$ cat config.mk
export PLATFORM = sky130hd
export DESIGN_NAME = bpsk_tx_ctrl
export DESIGN_NICKNAME = d
export VERILOG_FILES = /design/src/rtl/bpsk_tx_ctrl.sv
export SDC_FILE = /design/constraint.sdc
export NUM_CORES = 1
export LEC_CHECK = 0
export ABC_AREA = 1
export CAP_MARGIN = 20
export CORE_MARGIN = 1
export CORE_UTILIZATION = 40
export CTS_BUF_LIST = sky130_fd_sc_hd__clkbuf_16
export DETAILED_ROUTE_END_ITERATION = 8
export PLACE_DENSITY_LB_ADDON = 0.1
export SLEW_MARGIN = 20
export SYNTH_ARGS = -nofsm -noshare
export SYNTH_HDL_FRONTEND = slang
export SYNTH_SLANG_ARGS = --single-unit
$ cat constraint.sdc
create_clock -name clk -period 3.3 [get_ports clk]
set_input_delay 0.66 -clock clk [delete_from_list [all_inputs] [get_ports clk]]
set_output_delay 0.66 -clock clk [all_outputs]
set_load 0.1 [all_outputs]
$ cat src/rtl/bpsk_tx_ctrl.sv
// BPSK transmit frame scheduler: alternating preamble, MSB-first payload, silent guard gap.
// Define DIFF_ENC_EN to differentially encode the payload bits (preamble unchanged).
module bpsk_tx_ctrl #(
    parameter int SPS     = 16,
    parameter int PRE_LEN = 8,
    parameter int GAP_LEN = 4,
    parameter int BWIDTH  = 2
) (
    input  logic              clk,
    input  logic              rst,
    input  logic              tx_en,
    input  logic [7:0]        s_data,
    input  logic              s_last,
    input  logic              s_valid,
    output logic              s_ready,
    output logic [BWIDTH-1:0] base_sig,
    output logic              duc_en,
    output logic              sym_strobe,
    output logic              busy,
    output logic              frame_done,
    output logic              underrun
);
    localparam int CW      = (SPS > 1) ? $clog2(SPS) : 1;
    localparam int IDX_MAX = (PRE_LEN > GAP_LEN) ? ((PRE_LEN > 8) ? PRE_LEN : 8)
                                                 : ((GAP_LEN > 8) ? GAP_LEN : 8);
    localparam int IW      = $clog2(IDX_MAX);

    localparam logic [BWIDTH-1:0] SYM_POS = BWIDTH'(1);
    localparam logic [BWIDTH-1:0] SYM_NEG = '1;
    localparam logic [BWIDTH-1:0] SYM_OFF = '0;

    typedef enum logic [1:0] {IDLE, PRE, DATA, GAP} state_t;

    state_t            state_reg;
    logic [CW-1:0]     sym_cnt_reg;
    logic [IW-1:0]     sym_idx_reg;
    logic [7:0]        hold_reg;
    logic              hold_full_reg;
    logic              hold_last_reg;
    logic [7:0]        shift_reg;
    logic              cur_last_reg;
    logic [BWIDTH-1:0] base_sig_reg;
    logic              duc_en_reg;
    logic              sym_strobe_reg;
    logic              busy_reg;
    logic              frame_done_reg;
    logic              underrun_reg;
`ifdef DIFF_ENC_EN
    logic              diff_reg;
`endif

    logic       xfer;
    logic       sym_end;
    logic       pre_end;
    logic       bit_end;
    logic       byte_load;
    logic       last_done;
    logic       src_avail;
    logic       bypass;
    logic [7:0] src_byte;
    logic       src_last;
    logic       raw_bit;
    logic       enc_bit;

    assign s_ready = !rst && !hold_full_reg && (state_reg != GAP) && ((state_reg != IDLE) || tx_en);
    assign xfer    = s_valid && s_ready;

    always_comb begin
        sym_end   = (sym_cnt_reg == CW'(SPS - 1));
        pre_end   = (state_reg == PRE) && sym_end && (sym_idx_reg == IW'(PRE_LEN - 1));
        bit_end   = (state_reg == DATA) && sym_end && (sym_idx_reg == IW'(7));
        byte_load = pre_end || (bit_end && !cur_last_reg);
        last_done = bit_end && cur_last_reg;
        src_avail = hold_full_reg || s_valid;
        // With hold empty the producer's byte goes straight to the shifter in the boundary cycle.
        bypass    = byte_load && !hold_full_reg && s_valid;
        src_byte  = hold_full_reg ? hold_reg : s_data;
        src_last  = hold_full_reg ? hold_last_reg : s_last;
        raw_bit   = byte_load ? src_byte[7] : shift_reg[6];
`ifdef DIFF_ENC_EN
        enc_bit   = raw_bit ^ diff_reg;
`else
        enc_bit   = raw_bit;
`endif
    end

    always_ff @(posedge clk) begin
        if (rst) begin
            state_reg      <= IDLE;
            sym_cnt_reg    <= '0;
            sym_idx_reg    <= '0;
            hold_reg       <= '0;
            hold_full_reg  <= 1'b0;
            hold_last_reg  <= 1'b0;
            shift_reg      <= '0;
            cur_last_reg   <= 1'b0;
            base_sig_reg   <= SYM_OFF;
            duc_en_reg     <= 1'b0;
            sym_strobe_reg <= 1'b0;
            busy_reg       <= 1'b0;
            frame_done_reg <= 1'b0;
            underrun_reg   <= 1'b0;
`ifdef DIFF_ENC_EN
            diff_reg       <= 1'b0;
`endif
        end else begin
            sym_strobe_reg <= 1'b0;
            frame_done_reg <= 1'b0;
            underrun_reg   <= 1'b0;

            if (xfer && !bypass) begin
                hold_reg      <= s_data;
                hold_last_reg <= s_last;
                hold_full_reg <= 1'b1;
            end else if (byte_load && hold_full_reg) begin
                hold_full_reg <= 1'b0;
            end

            case (state_reg)
                IDLE: begin
                    if (xfer) begin
                        state_reg      <= PRE;
                        base_sig_reg   <= SYM_POS;
                        duc_en_reg     <= 1'b1;
                        busy_reg       <= 1'b1;
                        sym_strobe_reg <= 1'b1;
                        sym_cnt_reg    <= '0;
                        sym_idx_reg    <= '0;
`ifdef DIFF_ENC_EN
                        diff_reg       <= 1'b1;
`endif
                    end
                end
                PRE, DATA: begin
                    sym_cnt_reg <= sym_end ? '0 : sym_cnt_reg + 1'b1;
                    if (byte_load && src_avail) begin
                        state_reg      <= DATA;
                        shift_reg      <= src_byte;
                        cur_last_reg   <= src_last;
                        sym_idx_reg    <= '0;
                        base_sig_reg   <= enc_bit ? SYM_POS : SYM_NEG;
                        sym_strobe_reg <= 1'b1;
`ifdef DIFF_ENC_EN
                        diff_reg       <= enc_bit;
`endif
                    end else if (byte_load || last_done) begin
                        // Starved boundary flags underrun; a tagged last byte ends quietly.
                        underrun_reg <= byte_load;
                        state_reg    <= GAP;
                        base_sig_reg <= SYM_OFF;
                        duc_en_reg   <= 1'b0;
                        sym_idx_reg  <= '0;
                    end else if (sym_end) begin
                        sym_idx_reg    <= sym_idx_reg + 1'b1;
                        sym_strobe_reg <= 1'b1;
                        if (state_reg == PRE) begin
                            base_sig_reg <= sym_idx_reg[0] ? SYM_POS : SYM_NEG;
`ifdef DIFF_ENC_EN
                            diff_reg     <= sym_idx_reg[0];
`endif
                        end else begin
                            shift_reg    <= {shift_reg[6:0], 1'b0};
                            base_sig_reg <= enc_bit ? SYM_POS : SYM_NEG;
`ifdef DIFF_ENC_EN
                            diff_reg     <= enc_bit;
`endif
                        end
                    end
                end
                GAP: begin
                    sym_cnt_reg <= sym_end ? '0 : sym_cnt_reg + 1'b1;
                    if (sym_end) begin
                        if (sym_idx_reg == IW'(GAP_LEN - 1)) begin
                            state_reg      <= IDLE;
                            frame_done_reg <= 1'b1;
                            busy_reg       <= 1'b0;
                            // A byte pushed after the tagged last byte is dropped so IDLE can restart.
                            hold_full_reg  <= 1'b0;
                        end else begin
                            sym_idx_reg <= sym_idx_reg + 1'b1;
                        end
                    end
                end
                default: state_reg <= IDLE;
            endcase
        end
    end

    assign base_sig   = base_sig_reg;
    assign duc_en     = duc_en_reg;
    assign sym_strobe = sym_strobe_reg;
    assign busy       = busy_reg;
    assign frame_done = frame_done_reg;
    assign underrun   = underrun_reg;
endmodule

==> results.md, run 1 <==
* Run status: completed
* GRT overflow at 0
* H-tree depth at 2
* 1st-iter DRT viols at 63
* Setup violations, final at 0
* Slowest cell on the critical path: clkdlybuf4s50_1
* Wire length per cell at 12.1 µm
* GP Congestion at 0.768
* DRC Markers at 0
* Netlist cell types at 32
* Cells after Synth at roughly 250
* Hold crit path type: flip-flop to flip-flop
* Commonest non-fill, non-tap cell in the layout: nand2_1
* Seq/Total Area, Yosys at 0.374
* Total setup buffers inserted after CTS at 0
* Critical-path cell list: clkdlybuf4s50_1 > nor2_2 > inv_1 > nor2_1 > buf_12
* Syn nets at 274
* Synth Cell Area at 0.00182 mm²
* First-pass GRT wire length at 6690 µm
* Worst Tran Pin Value at 0.958 ns
* Post-DP HPWL at around 2900 µm
* Dpl cells at 321
* CTS resizes at 0
* Initial Utilization at 0.418
* Arrival time at the worst endpoint at 1.71 ns
* Cts bufs inserted at 5
* Synth async-reset ratio at 0
* Critical Path Start Type: primary input
* Worst path required time at 2.64 ns
* PortBufs at 20
* RSZ-0062 raised after global routing: no
* Fin crit period at between 2 and 2.5 ns
* Area grow syn2layout at 20.7%
* Post-place setup slack at ~0.9 ns
* Syn avg cell area at 7.19 µm²
* Crit. End Element: output pin
* Layout Skew at 0.00349 ns
* Power Dens Cells at about 790 mW/mm²
* Number of global-route vias before repair at 1511
* # rows at 24
* Sink Count at 34
* Number of enable flip-flop cells after synthesis at 0
* Critical path class: primary input to output pin
* Slew headroom at 0.360
* Post-Layout Cell Count at 329
* Hold buffers post-CTS at 0
* LEAKAGE at 0.000972 µW
* Maximum vdd drop at 332 µV
* Vias per cell at roughly 4.9
* GRT Total Usage at 0.178
* Post-DRT Antenna Nets at 0
* Root buf cell: clkbuf_16
* Die area at 0.00482 mm²
* Number of flip-flops in the largest register at 8
* CTS tree: built
* Initial antenna violation count at 0
* Seq cells post-synth at 34
* CP peak stage delay at 0.44 ns
* Clk_lat worst skew at 0.28 ns
* Largest net degree at the start of global routing at 26
* Die X at a little under 70 µm
* Die height at 69.4 µm
* Longest Clk Path Bufs at 2
* # diodes at 0
* CTS clk-pin slew, worst paths at 0.05 ns
* Crit-path max FO at 2
* TNS Setup at 0 ns
* Max Slew Vio Count at 0
* Most frequent cells in the layout: nand2_1, nor2_1, dfxtp_1, inv_1, o21ai_0
* Core area at 0.00435 mm²
* Max-cap violations at 0
* # IOs at 21
* Proportion of layout cells with a drive suffix above 1 at 0.126
* Ys Warns at 0
* Router iterations before antenna repair at 4
* Crit share post-route at 0.719
* Max Freq at 421 MHz
* Detailed Route WL at 3980 µm
* Vias at 1614
* Nets at 297
* Count of final hold-check violations at 0
* Worst setup margin at 0.927 ns
* Ys flop type: dfxtp_1
## critical path: cells and delay by family
kind / cells / cell delay (ns)
simple gates: 2 / 0.33
buf+inv: 3 / 0.71
## synth_stat cells (2+ instances only)
| master | count | area (µm²) |
|---|---|---|
| nand2_1 | 49 | 184 |
| nor2_1 | 39 | 146 |
| dfxtp_1 | 34 | 681 |
| inv_1 | 30 | 113 |
| o21ai_0 | 20 | 100 |
| a21oi_1 | 17 | 85.1 |
| ha_1 | 8 | 100 |
| o21ai_1 | 7 | 35.0 |
| mux2i_1 | 6 | 60.1 |
| nand3_1 | 6 | 30.0 |
| o21ai_2 | 5 | 43.8 |
| nor3_1 | 4 | 20.0 |
| nand3_2 | 3 | 30.0 |
| buf_2 | 2 | 10.0 |
| clkbuf_1 | 2 | 7.51 |
| inv_2 | 2 | 7.51 |
| nand2_2 | 2 | 12.5 |
| nor2_4 | 2 | 22.5 |
| nor4_1 | 2 | 12.5 |
## report_power, final
part           leakage, µW  switching [µW]  internal [µW]  total, µW
sequential        0.000277            47.5            483        531
clock            0.0000724             165            272        437
combinational     0.000623             539            229        768
total             0.000972             751            984       1740
## through the flow
stage | instance area, µm² | total power, µW | hold WS, ns | utilization
final | 2200 | 1740 | 0.458 | 0.504
after global routing | 2200 | 1860 | 0.478 | 0.504
after CTS | 2200 | 1740 | 0.463 | 0.504
after detailed placement | 2060 | 1300 | 0.454 | 0.473
after global placement | 2060 | 1290 | 0.443 | 0.473
after floorplan | 1820 | 1120 | 0.430 | -
## area by class of cell
cell class                 instances  area (µm²)
timing repair buffer              22         210
sequential                        34         681
clock inverter                     3        12.5
tap                               52        65.1
clock buffer                       5         125
multi-input combinational        181         982
inverter                          32         120
fill                             461        2160
## routing by layer
layer  vias up  share of wire  track usage
met1       719           0.48        0.207
met4         0          0.015       0.0862
met5         -              0            0
met3         6          0.026       0.0378
met2        26           0.48        0.310
li1        863              -            -
## final timing paths
path / from / end / slack [ns] / cells after the start
min reg2reg: hold_reg[7] / hold_reg[7] / 0.46 / 2
max reg2reg: sym_idx_reg[0] / state_reg[0] / 1.36 / 9
max: rst / s_ready / 0.93 / 5
min: hold_reg[7] / hold_reg[7] / 0.46 / 2
## cells by family after synthesis
logic type / synth area share
AOI/OAI and AO/OA: 0.159
xor gates and xnor gates: 0.00482
adders and majority gates: 0.0550
buffers and inverters: 0.0860
DFF: 0.374
muxes: 0.0330
and+or+nand+nor: 0.288
Note: power is estimated with default switching activity, not from simulation.
==> inputs of run 2 (changes only) <==
==> constraint.sdc (replaced) <==
create_clock -name clk -period 2.44 [get_ports clk]
set_input_delay 0.488 -clock clk [delete_from_list [all_inputs] [get_ports clk]]
set_output_delay 0.488 -clock clk [all_outputs]
set_load 0.1 [all_outputs]
==> run 2 against run 1 <==
Net effect: cell count increased by 0.61%; critical path depth increased by 1; worst hold slack got worse by 0.0061 ns; clock power increased by 34%; final area increased by 0.91%; flip-flop and latch count unchanged; die area unchanged; wire length decreased by 1.5%; count of clock-buffer cells in the layout unchanged; setup slack got worse by 0.49 ns; clock skew decreased by 0.00075 ns; critical path type is now flip-flop to output pin.
==> results.md, run 2 (synthesis results as in run 1) <==
* Vias at 1621
* TNS Setup at 0 ns
* Total setup buffers inserted after CTS at 0
* Commonest non-fill, non-tap cell in the layout: nand2_1
* # diodes at 0
* GRT overflow at 0
* Most frequent cells in the layout: nand2_1, nor2_1, dfxtp_1, inv_1, o21ai_0
* GP Congestion at just over 0.8
* CP peak stage delay at 0.35 ns
* Die area at 0.00482 mm²
* Setup violations, final at 0
* Slew headroom at 0.766
* Hold buffers post-CTS at 0
* Count of final hold-check violations at 0
* Wire length per cell at 11.8 µm
* Clk_lat worst skew at ~0.27 ns
* RSZ-0062 raised after global routing: no
* Critical-path cell list: inv_1 > ha_1 > nand2_1 > nand2_1 > nor2_2 > buf_12
* Nets at 300
* Max-cap violations at 0
* # IOs at 21
* Crit. End Element: output pin
* Area grow syn2layout at 21.8%
* CTS clk-pin slew, worst paths at about 0.05 ns
* H-tree depth at 2
* Slowest cell on the critical path: dfxtp_1
* Router iterations before antenna repair at 5
* Critical Path Start Type: flip-flop
* Origin of the critical flop-to-flop path: sym_idx_reg[0]
* Vias per cell at 4.90
* Initial Utilization at 0.418
* Core area at 0.00435 mm²
* Critical path class: flip-flop to output pin
* Hold crit path type: flip-flop to flip-flop
* Max Freq at 500 MHz
* Fin crit period at 2.00 ns
* # rows at 24
* Number of flip-flops in the largest register at 8
* Power Dens Cells at 1050 mW/mm²
* PortBufs at 20
* GRT Total Usage at 0.181
* Final Util at 0.509
* # fillers at 430
* Reg2reg end: hold_reg[0]
* Largest net degree at the start of global routing at 16
* Layout Skew at around 0.0027 ns
* Hold path start: hold_reg[7]
* Most used cell, CP: nand2_1
* Reg2reg setup slack at 0.57 ns
* Cts bufs inserted at 5
* Detailed Route WL at 3920 µm
* Run status: completed
* CTS tree: built
* CTS resizes at 0
* Worst path required time at 1.95 ns
* Worst Tran Pin Value at 0.342 ns
* Sink Count at 34
* Crit path buf inv count at 2
* Proportion of layout cells with a drive suffix above 1 at 0.147
* LEAKAGE at 0.000986 µW
* Root buf cell: clkbuf_16
* Initial antenna violation count at 0
* Die X at 69.4 µm
* Die height at between 60 and 70 µm
* Arrival time at the worst endpoint at 1.51 ns
* First-pass GRT wire length at 6910 µm
* DRC Markers at 0
* Crit share post-route at 0.820
* 1st-iter DRT viols at 55
* Crit-path max FO at 5
* Max Slew Vio Count at 0
* Worst reg2reg path depth at 10
* Post-DP HPWL at between 3000 and 4000 µm
* Longest Clk Path Bufs at 2
* Maximum vdd drop at about 480 µV
* Cell family with the largest share of critical-path delay: flip-flops
* Post-DRT Antenna Nets at 0
* Number of global-route vias before repair at between 1500 and 2000
* Hold endpoint: hold_reg[7]
* Hold Path Cell Cnt at 2
run 2: cell types whose count changed in the layout (fill, tap and decap cells not counted):
cell / before / now
clkinv_2: 1 / 2
buf_4: 8 / 12
clkinv_1: 1 / 0
inv_1: 31 / 30
nor2_2: 1 / 2
nor2_1: 39 / 38
clkdlybuf4s50_1: 13 / 12
run 2: worst max-delay path by stage:
stage | to | start | cells past startpoint
CTS | s_ready | state_reg[0] | 6
floorplan | s_ready | rst | 4
finish | s_ready | state_reg[0] | 6
global route | s_ready | state_reg[0] | 6
detailed placement | sym_idx_reg[0] | rst | 11
global placement | base_sig[0] | s_valid | 6
run 2: final cells by class:
cell class                 instances  area, µm²  share of cell area
clock buffer                       5        125              0.0565
clock inverter                     2       10.0             0.00452
inverter                          32        120              0.0542
multi-input combinational        181        985               0.444
sequential                        34        681               0.307
tap                               52       65.1              0.0294
timing repair buffer              25        230               0.104
run 2: worst min-delay path: stages, from the launching register on:
cell	delay, ns
dfxtp_1	0.29
inv_1	0.06
a21oi_1	0.06
run 2: routing by layer:
metal  global-route usage  vias up  part of all wire
met1                0.209      711              0.46
li1                     -      871                 -
met5                    0        -                 0
met3               0.0349        8             0.029
met4               0.0975        0             0.027
met2                0.313       31              0.48
run 2: stage by stage:
stage | setup WS [ns] | power [µW] | cells | instance area [µm²] | hold slack (ns)
CTS | 0.420 | 2350 | 331 | 2220 | 0.456
global route | 0.329 | 2520 | 331 | 2220 | 0.482
finish | 0.440 | 2330 | 331 | 2220 | 0.452
global placement | 0.421 | 1760 | 324 | 2080 | 0.454
floorplan | 0.336 | 1520 | 253 | 1820 | 0.430
detailed placement | 0.383 | 1760 | 324 | 2080 | 0.448
run 2: where the power goes:
group,switching (µW),internal (µW),leakage (µW)
Combinational,724,314,0.000640
Sequential,58.6,654,0.000277
Clock,217,368,0.0000694
==> inputs of run 3 (changes only) <==
==> constraint.sdc (replaced) <==
create_clock -name clk -period 1.7 [get_ports clk]
set_input_delay 0.34 -clock clk [delete_from_list [all_inputs] [get_ports clk]]
set_output_delay 0.34 -clock clk [all_outputs]
set_load 0.1 [all_outputs]
==> run 3 against run 2 <==
Net effect: first-iteration DRC count rose by 71%; final area rose by 20%; combinational power rose by 91%; worst hold slack improved by 0.0038 ns; cell count rose by 8.5%; global-route usage rose by 1.5 points; register-to-register slack got worse by 0.51 ns; largest cell class unchanged.
==> results.md, run 3 (synthesis results as in run 1) <==
* Run status: completed
* Number of flip-flops in the largest register at 8
* Origin of the critical flop-to-flop path: sym_idx_reg[0]
* Worst reg2reg path depth at 11
* Comb power frac at 0.509
* Root buf cell: clkbuf_16
* Cts bufs inserted at 5
* Worst path required time at 1.36 ns
* Clk pwr share at 0.216
* Largest net degree at the start of global routing at 14
* Die height at 69.4 µm
* Hold buffers post-CTS at 0
* Post-DRT Antenna Nets at 0
* Initial Utilization at 0.418
* Hold Path Cell Cnt at 2
* RSZ-0062 raised after global routing: yes
* Router iterations before antenna repair at 4
* H-tree depth at 2
* Hold path start: hold_reg[7]
* Commonest non-fill, non-tap cell in the layout: nand2_1
* Fin crit period at about 1.7 ns
* Worst Tran Pin Value at 0.389 ns
* GRT Total Usage at 0.196
* Crit-path max FO at 2
* Core area at 0.00435 mm²
* Worst setup margin at 0.0391 ns
* # rows at 24
* Switching power at 1640 µW
* Slew headroom at 0.740
* Count of final hold-check violations at 0
* Die area at 0.00482 mm²
* Reg2reg end: hold_reg[7]
* Sw Ratio at 0.418
* Vias per cell at 4.86
* Register cell area after layout at 686 µm²
* Reg power frac at 0.275
* Dpl cells at ~350
* Power Dens Cells at about 1500 mW/mm²
* First-pass GRT wire length at 7490 µm
* PortBufs at 20
* Post-Layout Cell Count at 359
* Die X at 69.4 µm
* Internal power at between 2000 and 2500 µW
* Post-DP HPWL at around 3300 µm
* Wire length per cell at 12.5 µm
* CTS clk-pin slew, worst paths at about 0.050 ns
* Hold endpoint: hold_reg[7]
* Vias at 1746
* Setup violations, final at 0
* Post-place setup slack at -0.121 ns
* Layout Skew at between 0.002 and 0.003 ns
* Longest Clk Path Bufs at 2
* Most frequent cells in the layout: nand2_1, nor2_1, buf_4, dfxtp_1, inv_1
* Sink Count at 34
* GRT overflow at 0
* Proportion of layout cells with a drive suffix above 1 at 0.319
* Crit share post-route at 0.977
* Max-cap violations at 0
* LEAKAGE at roughly 0.0012 µW
* Nets at 328
* Max Freq at about 600 MHz
* DRC Markers at 0
* Clk_lat worst skew at 0.27 ns
* 1st-iter DRT viols at 94
* Initial antenna violation count at 0
* Number of global-route vias before repair at 1730
* Area grow syn2layout at 46.7%
* Area of the multi-input gates at 0.00112 mm²
* Reg2reg setup slack at 0.06 ns
* Detailed Route WL at 4470 µm
* Hold crit path type: flip-flop to flip-flop
* Critical path class: primary input to output pin
* Critical Path Start Type: primary input
* # diodes at 0
* # IOs at 21
* # fillers at 388
* GP Congestion at 0.848
* Maximum vdd drop at 595 µV
* Max Slew Vio Count at 0
* Crit. End Element: output pin
* Arrival time at the worst endpoint at 1.32 ns
* CTS tree: built
-- run 3: worst max path at each step --
stage                endpoint      startpoint  cells past startpoint  slack [ns]
6_report              s_ready           tx_en                      6        0.04
5_1_grt          shift_reg[5]  sym_idx_reg[0]                     10       -0.09
4_1_cts           hold_reg[5]  sym_idx_reg[1]                     11       0.003
3_5_place_dp   sym_idx_reg[0]             rst                     11       -0.12
3_3_place_gp     shift_reg[1]         s_valid                      7       -0.09
2_1_floorplan         s_ready    state_reg[0]                      5        0.05
-- run 3: critical path, stage by stage --
cell	delay (ns)
clkdlybuf4s50_1	0.46
inv_1	0.05
nand2_2	0.08
nand2_2	0.07
nor2_4	0.13
buf_12	0.18
-- run 3: layer usage --
| metal | part of all wire | global-route usage | vias to the layer above |
|---|---|---|---|
| li1 | - | - | 926 |
| met1 | 0.45 | 0.231 | 779 |
| met2 | 0.50 | 0.338 | 32 |
| met3 | 0.030 | 0.0436 | 9 |
| met5 | 0 | 0 | - |
| met4 | 0.020 | 0.0862 | 0 |
-- run 3: power groups by stage --
stage                     sequential, µW  clock, µW  combinational, µW
final                               1080        846               1990
after global placement              1050          0               1760
after detailed placement            1050          0               1770
after global routing                1090        896               2200
after floorplan                     1260          0                926
after CTS                           1050        861               1810
-- run 3: through the flow --
stage	area, µm²	hold slack, ns	util	total power [µW]	setup TNS (ns)
after global placement	2370	0.438	0.543	2820	-1.34
after CTS	2560	0.459	0.587	3720	0
after global routing	2670	0.506	0.613	4190	-0.688
after floorplan	1830	0.430	-	2190	0
after detailed placement	2370	0.453	0.543	2820	-1.53
final	2670	0.455	0.613	3910	0
-- run 3: cell type report --
| type | instances | share of cell area |
|---|---|---|
| clock buffer | 5 | 0.0469 |
| clock inverter | 2 | 0.00375 |
| inverter | 32 | 0.0450 |
| multi-input combinational | 181 | 0.419 |
| sequential | 34 | 0.257 |
| tap | 52 | 0.0244 |
| timing repair buffer | 53 | 0.204 |
-- run 3: timing repair --
item,CTS,global route
setup endpoints to repair,20,28
buffers inserted,3,1
gates resized for setup,12,32
pin swaps,2,11
